File: src/rtl/axi_pkg.sv
// Shared AXI4 definitions for the burst master: burst/response codes, the
// controller state encoding and the 4 KB boundary check.
package axi_pkg;

   localparam logic [1:0] BURST_FIXED = 2'b00;
   localparam logic [1:0] BURST_INCR  = 2'b01;
   localparam logic [1:0] BURST_WRAP  = 2'b10;

   localparam logic [1:0] RESP_OKAY   = 2'b00;
   localparam logic [1:0] RESP_EXOKAY = 2'b01;
   localparam logic [1:0] RESP_SLVERR = 2'b10;
   localparam logic [1:0] RESP_DECERR = 2'b11;

   typedef enum logic [2:0] {
      S_IDLE,
      S_AW,
      S_W,
      S_B,
      S_AR,
      S_R,
      S_DONE
   } state_e;

   // Only the offset inside the current 4 KB page matters for the crossing test.
   function automatic logic crosses_4k(input logic [11:0] addr,
                                       input logic [7:0]  len,
                                       input int unsigned strb_width);
      int unsigned span;
      span = 32'(addr) + (32'(len) + 32'd1) * strb_width;
      return span > 32'd4096;
   endfunction

   function automatic logic [1:0] resp_worst(input logic [1:0] a, input logic [1:0] b);
      return (a > b) ? a : b;
   endfunction

endpackage

File: src/rtl/axi_burst_master.sv
// Single-outstanding AXI4 INCR burst master: one command at a time is turned
// into an AW/W/B or AR/R transaction with a one-cycle completion pulse.
module axi_burst_master
   import axi_pkg::*;
#(
   parameter int DATA_WIDTH = 32,
   parameter int ADDR_WIDTH = 16,
   parameter int STRB_WIDTH = DATA_WIDTH / 8,
   parameter int ID_WIDTH   = 8
) (
   input  logic                  clk,
   input  logic                  rst_n,
   input  logic                  cmd_valid,
   output logic                  cmd_ready,
   input  logic                  cmd_write,
   input  logic [ADDR_WIDTH-1:0] cmd_addr,
   input  logic [7:0]            cmd_len,
   input  logic [ID_WIDTH-1:0]   cmd_id,
   input  logic [DATA_WIDTH-1:0] wr_data,
   input  logic [STRB_WIDTH-1:0] wr_strb,
   input  logic                  wr_valid,
   output logic                  wr_ready,
   output logic [DATA_WIDTH-1:0] rd_data,
   output logic                  rd_last,
   output logic [1:0]            rd_resp,
   output logic                  rd_valid,
   input  logic                  rd_ready,
   output logic                  done_valid,
   output logic                  done_write,
   output logic [ID_WIDTH-1:0]   done_id,
   output logic [1:0]            done_resp,
   output logic [ID_WIDTH-1:0]   m_axi_awid,
   output logic [ADDR_WIDTH-1:0] m_axi_awaddr,
   output logic [7:0]            m_axi_awlen,
   output logic [2:0]            m_axi_awsize,
   output logic [1:0]            m_axi_awburst,
   output logic                  m_axi_awlock,
   output logic [3:0]            m_axi_awcache,
   output logic [2:0]            m_axi_awprot,
   output logic                  m_axi_awvalid,
   input  logic                  m_axi_awready,
   output logic [DATA_WIDTH-1:0] m_axi_wdata,
   output logic [STRB_WIDTH-1:0] m_axi_wstrb,
   output logic                  m_axi_wlast,
   output logic                  m_axi_wvalid,
   input  logic                  m_axi_wready,
   input  logic [ID_WIDTH-1:0]   m_axi_bid,
   input  logic [1:0]            m_axi_bresp,
   input  logic                  m_axi_bvalid,
   output logic                  m_axi_bready,
   output logic [ID_WIDTH-1:0]   m_axi_arid,
   output logic [ADDR_WIDTH-1:0] m_axi_araddr,
   output logic [7:0]            m_axi_arlen,
   output logic [2:0]            m_axi_arsize,
   output logic [1:0]            m_axi_arburst,
   output logic                  m_axi_arlock,
   output logic [3:0]            m_axi_arcache,
   output logic [2:0]            m_axi_arprot,
   output logic                  m_axi_arvalid,
   input  logic                  m_axi_arready,
   input  logic [ID_WIDTH-1:0]   m_axi_rid,
   input  logic [DATA_WIDTH-1:0] m_axi_rdata,
   input  logic [1:0]            m_axi_rresp,
   input  logic                  m_axi_rlast,
   input  logic                  m_axi_rvalid,
   output logic                  m_axi_rready
);

   localparam logic [2:0]            AxSize   = 3'($clog2(STRB_WIDTH));
   localparam logic [ADDR_WIDTH-1:0] AddrMask = ~ADDR_WIDTH'(STRB_WIDTH - 1);

   state_e                state_q, state_d;
   logic [ADDR_WIDTH-1:0] addr_q, addr_d;
   logic [7:0]            len_q, len_d;
   logic [ID_WIDTH-1:0]   id_q, id_d;
   logic                  write_q, write_d;
   logic [7:0]            cnt_q, cnt_d;
   logic [1:0]            resp_q, resp_d;

   logic [ADDR_WIDTH-1:0] cmd_addr_aligned;
   logic                  beat_last;
   logic [1:0]            r_merged;
   logic [1:0]            r_status;
   logic                  unused_rid;

   assign cmd_addr_aligned = cmd_addr & AddrMask;
   assign beat_last        = (cnt_q == len_q);
   // Read responses are sticky-worst; an rlast out of step with the beat count is at least SLVERR.
   assign r_merged         = resp_worst(resp_q, m_axi_rresp);
   assign r_status         = (m_axi_rlast != beat_last) ? resp_worst(r_merged, RESP_SLVERR) : r_merged;
   assign unused_rid       = ^m_axi_rid;

   always_ff @(posedge clk or negedge rst_n) begin
      if (!rst_n) begin
         state_q <= S_IDLE;
         addr_q  <= '0;
         len_q   <= '0;
         id_q    <= '0;
         write_q <= 1'b0;
         cnt_q   <= '0;
         resp_q  <= RESP_OKAY;
      end else begin
         state_q <= state_d;
         addr_q  <= addr_d;
         len_q   <= len_d;
         id_q    <= id_d;
         write_q <= write_d;
         cnt_q   <= cnt_d;
         resp_q  <= resp_d;
      end
   end

   always_comb begin
      state_d = state_q;
      addr_d  = addr_q;
      len_d   = len_q;
      id_d    = id_q;
      write_d = write_q;
      cnt_d   = cnt_q;
      resp_d  = resp_q;
      unique case (state_q)
         S_IDLE: begin
            if (cmd_valid) begin
               addr_d  = cmd_addr_aligned;
               len_d   = cmd_len;
               id_d    = cmd_id;
               write_d = cmd_write;
               cnt_d   = '0;
               resp_d  = RESP_OKAY;
               if (crosses_4k(cmd_addr_aligned[11:0], cmd_len, STRB_WIDTH)) begin
                  resp_d  = RESP_SLVERR;
                  state_d = S_DONE;
               end else begin
                  state_d = cmd_write ? S_AW : S_AR;
               end
            end
         end
         S_AW: if (m_axi_awready) state_d = S_W;
         S_W: begin
            if (wr_valid && m_axi_wready) begin
               cnt_d = cnt_q + 8'd1;
               if (beat_last) begin
                  cnt_d   = '0;
                  state_d = S_B;
               end
            end
         end
         S_B: begin
            if (m_axi_bvalid) begin
               resp_d  = (m_axi_bid != id_q) ? RESP_SLVERR : m_axi_bresp;
               state_d = S_DONE;
            end
         end
         S_AR: if (m_axi_arready) state_d = S_R;
         S_R: begin
            if (m_axi_rvalid && rd_ready) begin
               resp_d = r_status;
               cnt_d  = cnt_q + 8'd1;
               if (beat_last) begin
                  cnt_d   = '0;
                  state_d = S_DONE;
               end
            end
         end
         S_DONE:  state_d = S_IDLE;
         default: state_d = S_IDLE;
      endcase
   end

   // Handshake outputs decode straight from the state so a reset drops them at once.
   always_comb begin
      cmd_ready     = 1'b0;
      m_axi_awvalid = 1'b0;
      m_axi_wvalid  = 1'b0;
      wr_ready      = 1'b0;
      m_axi_bready  = 1'b0;
      m_axi_arvalid = 1'b0;
      rd_valid      = 1'b0;
      m_axi_rready  = 1'b0;
      done_valid    = 1'b0;
      unique case (state_q)
         S_IDLE: cmd_ready = 1'b1;
         S_AW:   m_axi_awvalid = 1'b1;
         S_W: begin
            m_axi_wvalid = wr_valid;
            wr_ready     = m_axi_wready;
         end
         S_B:    m_axi_bready = 1'b1;
         S_AR:   m_axi_arvalid = 1'b1;
         S_R: begin
            rd_valid     = m_axi_rvalid;
            m_axi_rready = rd_ready;
         end
         S_DONE:  done_valid = 1'b1;
         default: cmd_ready = 1'b0;
      endcase
   end

   assign m_axi_awid    = id_q;
   assign m_axi_awaddr  = addr_q;
   assign m_axi_awlen   = len_q;
   assign m_axi_awsize  = AxSize;
   assign m_axi_awburst = BURST_INCR;
   assign m_axi_awlock  = 1'b0;
   assign m_axi_awcache = 4'd0;
   assign m_axi_awprot  = 3'd0;

   assign m_axi_arid    = id_q;
   assign m_axi_araddr  = addr_q;
   assign m_axi_arlen   = len_q;
   assign m_axi_arsize  = AxSize;
   assign m_axi_arburst = BURST_INCR;
   assign m_axi_arlock  = 1'b0;
   assign m_axi_arcache = 4'd0;
   assign m_axi_arprot  = 3'd0;

   assign m_axi_wdata   = wr_data;
   assign m_axi_wstrb   = wr_strb;
   assign m_axi_wlast   = beat_last;

   assign rd_data       = m_axi_rdata;
   assign rd_last       = m_axi_rlast;
   assign rd_resp       = m_axi_rresp;

   assign done_write    = write_q;
   assign done_id       = id_q;
   assign done_resp     = resp_q;

endmodule

File: config.mk
export PLATFORM = sky130hd
export DESIGN_NAME = axi_burst_master
export DESIGN_NICKNAME = d
export VERILOG_FILES = /design/src/rtl/axi_pkg.sv /design/src/rtl/axi_burst_master.sv
export SDC_FILE = /design/constraint.sdc
export NUM_CORES = 1
export LEC_CHECK = 0
export CAP_MARGIN = 20
export CORE_AREA = 2 2 121 123
export CTS_CLUSTER_DIAMETER = 150
export DETAILED_ROUTE_END_ITERATION = 8
export DIE_AREA = 0 0 123 125
export PLACE_DENSITY = 0.71
export REMOVE_ABC_BUFFERS = 1
export SYNTH_ARGS = -nofsm -noshare
export SYNTH_HDL_FRONTEND = slang
export SYNTH_SLANG_ARGS = --single-unit
File: constraint.sdc
create_clock -name clk -period 2.3 [get_ports clk]
set_input_delay 0.46 -clock clk [delete_from_list [all_inputs] [get_ports clk]]
set_output_delay 0.46 -clock clk [all_outputs]
set_load 0.005 [all_outputs]
==> flow_summary_export.csv <==
group,metric,value,unit
placement,port_buffers,137,
placement,dpl_cell_area,4830,um2
critical_path,end_kind,"flop",
layout,area_growth,34.7,%
logic_synthesis,synthMuxAreaShare,9.20,%
placement,place_inst,671,
timing,skew,0.00335,ns
global_route,grt_max_degree,24,
floorplanning,start_util,27.5,%
timing,fmax,0.388,GHz
timing,finalCriticalPeriod,2.58,ns
timing,worst_slack,-0.278,ns
clock_network,ctsLongestPathBuffers,2,
pwr,worst_ir_drop_vdd,0.000411,V
timing,setup_viol,4,
timing,hold_violations,0,
layout,drive_above_1_share,25.9,%
floorplanning,die_y,125,um
global_route,antenna_found_initial,0,
placement,dp_hpwl,14.9,mm
logic_synthesis,yosys.area_share.adder,5.64,%
logic_synthesis,syn_inst,431,
status,violations,"setup timing",
critical_path,r2r_cells,8,
layout,stdcell_area,5250,um2
drt,ant_nets,0,
drt,drcViolationCount,0,
critical_path,arrival,2.76,ns
floorplanning,io_pins,314,
floorplanning,rows,44,
floorplanning,die_w,123,um
logic_synthesis,yosysWarnings,0,
layout,final_net_count,650,
drt,drt-initial-drc-count,119,
logic_synthesis,yosysTopAreaCellShare,28.2,%
status,status,"finished with violations",
clock_network,cts_max_level,2,
layout,antenna_cells,0,
layout,postLayoutCoreUtil,37.0,%
clock_network,cts-root-buf,"clkbuf_16",
logic_synthesis,synth.most_common_cell,"buf_4",
global_route,grt_overflow_total,0,
global_route,grt_pass1_vias,3141,
layout,fin_cells,686,
clock_network,cts_made_buffers,5,
clock_network,clock_latency,0.29,ns
pwr,power_density,1070,nW/um2
logic_synthesis,synth.avg_cell_area,9.05,um2
critical_path,path_class,"input port to flop",
logic_synthesis,netlist_top_cells_area,"dfrtp_1 28%, buf_4 27%, mux2_2 8.9%",
timing,finalMaxSlewViolations,0,
layout,num-fill-cells,1475,
logic_synthesis,synth-simple-area-share,11.9,%
critical_path,worst-path-max-fanout,4,
clock_network,clkSinkCount,44,
logic_synthesis,synth-seq-cells,44,
critical_path,cp_data_required_time,2.48,ns
logic_synthesis,async_flop_share,100,%
timing,period_share,112,%
logic_synthesis,synth_area,3900,um2
placement,place.gp.congestion,0.936,
drt,avgRoutedWirePerCell,25.1,um
logic_synthesis,yosys_most_used_dff,"dfrtp_1",
clock_network,tritoncts,"done",
logic_synthesis,synth.yosys.seq_area_share,28.2,%
global_route,grt_first_pass_wirelength,23.5,mm
logic_synthesis,synth_top_family_by_area,"buffers and inverters",
timing,rsz0062_at_grt,"yes",
clock_network,clk_pin_slew,0.06,ns
floorplanning,core,14200,um2
drt,wl,17.2,mm
logic_synthesis,yosys.area.top_type,"dfrtp_1",
run,maxCapViolations,0,
pwr,p_leak,2.20,nW
layout,seqCellArea,1100,um2
critical_path,critPathLaunchType,"input port",
logic_synthesis,yosysUniqueCellTypes,54,
logic_synthesis,synth_commonest_cells,"139 x buf_4, 44 x dfrtp_1, 31 x mux2_2",
floorplanning,die_area,15400,um2
global_route,grt_usage,21.6,%
drt,vias,3181,
layout,multi_input_area,1990,um2
logic_synthesis,synth_compound_area_share,9.43,%
logic_synthesis,synth_xor_area_share,6.29,%
drt,viasPerCell,4.64,
worst_hold_path,hp-class,"input port to asynchronous set/reset pin",
logic_synthesis,synth_edf_count,0,
drt,dr.pass1.iters,4,
final cells by class:
type / count / share of cell area (%)
multi-input cells: 254 / 37.8
repair buffers: 184 / 33.1
flip-flops and latches: 44 / 21.0
well taps: 184 / 4.38
clock buffers: 6 / 2.64
inverters: 12 / 0.857
clock inverters: 2 / 0.191
sequential cells by signal, summed over array words and instances (netlist names):
register	cells
m_axi_araddr	14
done_resp	2
state_q	3
cnt_q	8
m_axi_arlen	8
done_id	8
done_write	1
path summary, 6_finish.rpt:
path                       slack [ns]                to        from
setup reg to reg                 0.29        state_q[0]  state_q[1]
setup / recovery                -0.28        state_q[1]  cmd_len[0]
min in group clk                 0.49    m_axi_arlen[3]  cmd_len[3]
hold reg to reg                  0.54        done_write  done_write
hold / removal                   0.06  m_axi_araddr[12]       rst_n
max in group asynchronous        1.68        state_q[0]       rst_n
through the flow:
stage                     TNS (ns)  setup WS [ns]  hold WS, ns  total power, mW
after CTS                   -0.995         -0.270       0.0695             5.59
after floorplan              -1.24         -0.368        0.164             2.70
after global placement       -4.10          -1.08        0.381             4.69
final                       -0.950         -0.278       0.0633             5.60
after global routing         -1.31         -0.336       0.0834             6.02
after detailed placement     -4.32          -1.13        0.385             4.76
critical path, cell delays in order:
cell	delay, ns
buf_8	0.10
ha_4	0.16
buf_6	0.12
xor2_4	0.15
ha_4	0.29
nand3_2	0.05
o211a_1	0.26
buf_6	0.12
xor2_1	0.14
nand4_1	0.15
o41a_1	0.50
a31o_1	0.23
metal layers:
metal	wire [um]	global-route usage, %	vias up
met1	4430	16.8	1455
met2	8100	35.2	273
met5	75	3.62	-
met3	4360	25.0	13
li1	-	-	1438
met4	266	3.88	2
logic make-up (layout without fill, tap and decap cells):
| family | after synthesis | count (layout) |
|---|---|---|
| AOI/OAI and AO/OA | 59 | 59 |
| xor gates and xnor gates | 28 | 28 |
| adders and majority gates | 17 | 17 |
| buffers and inverters | 161 | 204 |
| DFF | 44 | 44 |
| muxes | 32 | 32 |
| other | 2 | 30 |
| and+or+nand+nor | 88 | 88 |
cells in the final DEF, fill, tap and decap left out, types with 4 or more instances in the layout:
cell             synthesis  routed
mux2_2                  31      31
a21oi_1                 16      14
buf_4                  139      45
nor3_1                  10       7
nand3_1                  8       5
ha_1                    16      10
conb_1                   2      30
nor4_1                   5       4
inv_1                   11      11
nor2_1                  13      10
ha_4                     0       5
xnor2_1                 15      12
o21ai_0                 19      18
dfrtp_1                 44      42
clkdlybuf4s50_1          0     126
nor2_2                   1       4
clkbuf_16                0       5
nand2_1                 22      22
and3_1                   6       6
nand4_1                  5       5
xor2_1                  13      12
repair_timing:
action | 4_1_cts | 5_1_grt
hold buffers | 0 | 0
buffers inserted | 3 | 4
setup endpoints to repair | 9 | 14
hold endpoints to repair | 0 | 0
resized for setup | 48 | 25
pin swaps | 15 | 15
report_power, final:
| group | internal (mW) | switching (mW) | total, mW |
|---|---|---|---|
| logic | 2.10 | 1.21 | 3.31 |
| clock network | 0.429 | 0.310 | 0.738 |
| registers | 1.12 | 0.434 | 1.55 |
No activity file was read; power rests on OpenSTA's default activity.
